## src/rtl/ring_fifo_pkg.sv

```systemverilog
// Shared constants and helpers for the ring_fifo circular-buffer FIFO.
package ring_fifo_pkg;

    localparam int unsigned DEFAULT_WIDTH = 8;
    localparam int unsigned DEFAULT_DEPTH = 32;

    // Pointer width for a power-of-two DEPTH.
    function automatic int unsigned cnt_bits(input int unsigned depth);
        return $clog2(depth);
    endfunction

endpackage

```

## src/rtl/ring_fifo_ram.sv

```systemverilog
// FIFO storage: one synchronous write port, one asynchronous read port, no reset.
module ring_fifo_ram
#(
    parameter int unsigned WIDTH = 8,
    parameter int unsigned DEPTH = 32,
    parameter int unsigned AW    = 5
) (
    input  logic             clk,
    input  logic             we,
    input  logic [AW-1:0]    waddr,
    input  logic [WIDTH-1:0] wdata,
    input  logic [AW-1:0]    raddr,
    output logic [WIDTH-1:0] rdata
);

    logic [WIDTH-1:0] mem [DEPTH];

    always_ff @(posedge clk) begin
        if (we) begin
            mem[waddr] <= wdata;
        end
    end

    assign rdata = mem[raddr];

endmodule

```

## src/rtl/ring_fifo.sv

```systemverilog
// Circular-buffer FIFO with occupancy count, level flags, sticky error flags
// and selectable registered or first-word-fall-through read data.
module ring_fifo
    import ring_fifo_pkg::*;
#(
    parameter int unsigned WIDTH  = DEFAULT_WIDTH,
    parameter int unsigned DEPTH  = DEFAULT_DEPTH,
    parameter int unsigned AF_LVL = DEPTH - 1,
    parameter int unsigned AE_LVL = 1,
    parameter int unsigned FWFT   = 0,
    localparam int unsigned CNT   = cnt_bits(DEPTH)
) (
    input  logic             clk,
    input  logic             rst,
    input  logic             clr,
    input  logic             push,
    input  logic [WIDTH-1:0] din,
    input  logic             pop,
    output logic [WIDTH-1:0] dout,
    output logic             full,
    output logic             a_full,
    output logic             empty,
    output logic             a_empty,
    output logic [CNT:0]     count,
    output logic             ovf,
    output logic             udf
);

    generate
        if (WIDTH < 1) begin : g_bad_width
            $fatal(1, "ring_fifo: WIDTH must be >= 1");
        end
        if (DEPTH < 2 || (DEPTH & (DEPTH - 1)) != 0) begin : g_bad_depth
            $fatal(1, "ring_fifo: DEPTH must be a power of two >= 2");
        end
        if (AF_LVL > DEPTH) begin : g_bad_af
            $fatal(1, "ring_fifo: AF_LVL must not exceed DEPTH");
        end
        if (AE_LVL >= DEPTH) begin : g_bad_ae
            $fatal(1, "ring_fifo: AE_LVL must be below DEPTH");
        end
    endgenerate

    localparam logic [CNT:0]   DEPTH_C = (CNT+1)'(DEPTH);
    localparam logic [CNT:0]   AF_C    = (CNT+1)'(AF_LVL);
    localparam logic [CNT:0]   AE_C    = (CNT+1)'(AE_LVL);
    localparam logic [CNT:0]   CNT_ONE = (CNT+1)'(1);
    localparam logic [CNT-1:0] PTR_ONE = CNT'(1);

    logic [CNT-1:0]   rd_ptr_q, rd_ptr_d;
    logic [CNT-1:0]   wr_ptr_q, wr_ptr_d;
    logic [CNT:0]     count_q, count_d;
    logic             ovf_q, ovf_d;
    logic             udf_q, udf_d;
    logic             push_ok, pop_ok;
    logic [WIDTH-1:0] rd_data;

    assign full    = (count_q == DEPTH_C);
    assign empty   = (count_q == '0);
    assign a_full  = (count_q >= AF_C);
    assign a_empty = (count_q <= AE_C);
    assign count   = count_q;
    assign ovf     = ovf_q;
    assign udf     = udf_q;

    // Acceptance is judged on pre-edge flags, so a pop cannot make room for a
    // same-cycle push into a full FIFO, nor a push feed a same-cycle pop.
    assign push_ok = push && !full && !clr;
    assign pop_ok  = pop && !empty && !clr;

    always_comb begin
        rd_ptr_d = rd_ptr_q;
        wr_ptr_d = wr_ptr_q;
        count_d  = count_q;
        ovf_d    = ovf_q;
        udf_d    = udf_q;
        if (clr) begin
            rd_ptr_d = '0;
            wr_ptr_d = '0;
            count_d  = '0;
            ovf_d    = 1'b0;
            udf_d    = 1'b0;
        end else begin
            if (push && full) begin
                ovf_d = 1'b1;
            end
            if (pop && empty) begin
                udf_d = 1'b1;
            end
            if (push_ok) begin
                wr_ptr_d = wr_ptr_q + PTR_ONE;
            end
            if (pop_ok) begin
                rd_ptr_d = rd_ptr_q + PTR_ONE;
            end
            case ({push_ok, pop_ok})
                2'b10:   count_d = count_q + CNT_ONE;
                2'b01:   count_d = count_q - CNT_ONE;
                default: count_d = count_q;
            endcase
        end
    end

    always_ff @(posedge clk or posedge rst) begin
        if (rst) begin
            rd_ptr_q <= '0;
            wr_ptr_q <= '0;
            count_q  <= '0;
            ovf_q    <= 1'b0;
            udf_q    <= 1'b0;
        end else begin
            rd_ptr_q <= rd_ptr_d;
            wr_ptr_q <= wr_ptr_d;
            count_q  <= count_d;
            ovf_q    <= ovf_d;
            udf_q    <= udf_d;
        end
    end

    ring_fifo_ram #(
        .WIDTH (WIDTH),
        .DEPTH (DEPTH),
        .AW    (CNT)
    ) u_ram (
        .clk   (clk),
        .we    (push_ok),
        .waddr (wr_ptr_q),
        .wdata (din),
        .raddr (rd_ptr_q),
        .rdata (rd_data)
    );

    generate
        if (FWFT == 0) begin : g_reg_dout
            logic [WIDTH-1:0] dout_q, dout_d;

            always_comb begin
                dout_d = dout_q;
                if (pop_ok) begin
                    dout_d = rd_data;
                end
            end

            always_ff @(posedge clk or posedge rst) begin
                if (rst) begin
                    dout_q <= '0;
                end else begin
                    dout_q <= dout_d;
                end
            end

            assign dout = dout_q;
        end else begin : g_fwft_dout
            assign dout = rd_data;
        end
    endgenerate

endmodule

```

## config.mk

```make
export PLATFORM = sky130hd
export DESIGN_NAME = ring_fifo
export DESIGN_NICKNAME = d
export VERILOG_FILES = /design/src/rtl/ring_fifo_pkg.sv /design/src/rtl/ring_fifo_ram.sv /design/src/rtl/ring_fifo.sv
export SDC_FILE = /design/constraint.sdc
export NUM_CORES = 1
export LEC_CHECK = 0
export ABC_AREA = 1
export CORE_UTILIZATION = 40
export CTS_CLUSTER_DIAMETER = 150
export DETAILED_ROUTE_END_ITERATION = 16
export SLEW_MARGIN = 10
export SYNTH_ARGS = -nofsm -noshare
export SYNTH_HDL_FRONTEND = slang
export SYNTH_SLANG_ARGS = --single-unit
```

## constraint.sdc

```tcl
create_clock -name clk -period 2.7 [get_ports clk]
set_input_delay 0.54 -clock clk [delete_from_list [all_inputs] [get_ports clk]]
set_output_delay 0.54 -clock clk [all_outputs]
set_load 0.02 [all_outputs]
```

==> impl_metrics.csv <==
group,metric,value,unit
route,top_layer,"met4",
timing,final.period_utilization,0.899,
timing,setup_ws,0.274,ns
floorplan,die-width,177,um
clock_network,clk_pin_slew_worst_paths,0.06,ns
route,postRouteAntennaNets,0,
route,routedWlPerCell,18.3,um
clock_network,htree_num_levels,1,
finish,drive_gt1_frac,0.101,
route,routed-via-count,8493,
timing,rsz0062_at_grt,"false",
logic_synthesis,syn_area,12300,um^2
finish,n_antenna_cell,0,
route,drt_iter0_drc,801,
route,routed_wl,30.8,mm
timing,slew_headroom,0.526,
setup_path,start_kind,"register",
setup_path,r2r_start,"count[1]",
route,viasPerCell,5.04,
logic_synthesis,syn_inst,1202,
floorplan,chipHeight,177,um
logic_synthesis,ys_seq_area_frac,0.680,
finish,finalNetCount,1295,
floorplan,die_area,31400,um^2
setup_path,r2r_slack,0.29,ns
floorplan,initial_core_util,0.411,
power,peakVddDrop,0.000563,V
route,met3_wirelength,1.85,mm
place,numPortBuffers,32,
power,leakage,5.83,nW
grt,grt_pass1_vias,8259,
logic_synthesis,synthDistinctLibCells,26,
power,power.density,872,nW/um^2
setup_path,worstSetupPathType,"register to output port",
route,dr_wl_met2,14.5,mm
clock_network,cts-root-buf,"clkbuf_16",
setup_path,reg2reg_depth,10,
place,dp_slack,0.228,ns
clock_network,worstSkewPairLatency,0.54,ns
finish,fillers,2810,
timing,fin_hold_ws,0.398,ns
floorplan,rows,63,
timing,setup_viol_count_final,0,
place,hpwl,19.2,mm
logic_synthesis,syn-num-nets,1223,
setup_path,worstPathMaxFanout,6,
timing,max_freq,412,MHz
grt,grt_usage,0.202,
logic_synthesis,synth-warning-count,0,
setup_path,cp-end-kind,"output port",
finish,layout_common_cells,"396 x nand2_1, 256 x edfxtp_1, 179 x nand3_1, 124 x inv_1, 90 x nor2_1",
route,route.layer.met1.wl,13.6,mm
clock_network,postCtsSetupRepairBufs,0,
floorplan,coreArea,29900,um^2
grt,grt_first_pass_wirelength,47.3,mm
worst_hold_path,worst_hold_path_type,"input pin to async pin",
setup_path,cp.required,2.16,ns
setup_path,timing.rr.end,"u_ram.mem[15][4]",
clock_network,cts_hold_buf,0,
run,drv_cap,0,
timing,hold_violations,0,
finish,final_common_cell,"nand2_1",
grt,grt_max_degree,97,
finish,syn_to_final_growth,16.8,%
timing,setup-tns-final,0,ns
run_status,outcome,"completed",
grt,grt_antenna_before_repair,0,
clock_network,cts_buffers,29,
route,drcViolationCount,0,
setup_path,crit_arrival,1.89,ns
clock_network,cts.sinks,282,
grt,grt_overflow,0,
clock_network,cts_tree,"done",
floorplan,num_io_pins,33,
route,firstDrtPassIters,5,
power,totalPowerFinal,12.5,mW
logic_synthesis,ys_ff_latch,282,
clock_network,clock_path_buffers,3,
timing,fin_worst_skew,0.0212,ns
timing,maxSlewViolCount,0,
timing,fin_crit,2.43,ns
timing,worst_slew_pin_slew,0.711,ns
place,routabilityCongestion,0.838,
logic_synthesis,avgSynthCellArea,10.2,um^2
## routing by layer
| layer | up-vias | track usage |
|---|---|---|
| met2 | 254 | 0.327 |
| li1 | 4108 | - |
| met1 | 4072 | 0.280 |
| met4 | 0 | 0.0639 |
| met3 | 59 | 0.0273 |
| met5 | - | 0 |
## worst max-delay path by stage
stage                         from               end  slack [ns]
after floorplan           count[0]   u_ram.mem[3][0]        0.44
after global placement        push  u_ram.mem[10][5]        0.23
after detailed placement      push   u_ram.mem[6][6]        0.23
after CTS                 count[1]            a_full        0.04
after global routing      count[0]              full        0.12
final                     count[1]              full        0.27
## cell usage after synthesis (all sizes together)
cell type	instances	area [um^2]
a21oi	22	110
buf	42	205
clkbuf	10	37.5
clkinv	1	3.75
dfrtp	26	651
edfxtp	256	7690
ha	8	100
inv	130	488
nand2	403	1550
nand3	180	906
nand4	3	18.8
nor2	93	362
nor3	5	25.0
o21ai	20	100
o31ai	1	7.51
xnor2	1	8.76
xor2	1	8.76
## area by class of cell
cell class,count,area [um^2],area share
clock buffer,32,747,0.0522
sequential,282,8340,0.583
clock inverter,21,240,0.0168
inverter,131,493,0.0344
timing repair buffer,93,811,0.0566
multi-input combinational,737,3200,0.223
tap,390,488,0.0341
## timing repair
action	4_1_cts	5_1_grt
resized for setup	4	5
setup endpoints to repair	4	2
cloned	0	0
## report_power, final
| part | internal [mW] | leakage (nW) | switching, mW |
|---|---|---|---|
| clock network | 2.47 | 0.480 | 1.65 |
| logic | 1.03 | 2.71 | 2.21 |
| registers | 4.92 | 2.64 | 0.222 |
## sequential cells by signal, summed over array words and instances, names as in the netlist
register   cells
wr_ptr_q       5
ovf            1
u_ram.mem    256
rd_ptr_q       5
udf            1
count          6
dout           8
## stage by stage
step	util	area (um^2)	instances
after floorplan	-	12300	1202
after global placement	0.446	13300	1633
after detailed placement	0.446	13300	1633
after CTS	0.479	14300	1686
after global routing	0.479	14300	1686
final	0.479	14300	1686
## critical path, cell delays in order, from the launching register on
cell	delay [ns]
dfrtp_1	0.44
inv_1	0.12
ha_2	0.23
nand2_1	0.07
nor2_2	0.12
nand2_2	0.10
inv_1	0.09
clkbuf_2	0.16
## kinds of logic (layout without fill, tap and decap cells)
kind of cell | after synthesis | in the layout | share of synthesized area
simple gates | 684 | 684 | 0.233
flops | 282 | 282 | 0.680
buf+inv | 183 | 277 | 0.0599
compound gates | 43 | 43 | 0.0178
fa+ha+maj | 8 | 8 | 0.00816
xor+xnor | 2 | 2 | 0.00143
Note: power is estimated with default switching activity, not from simulation.
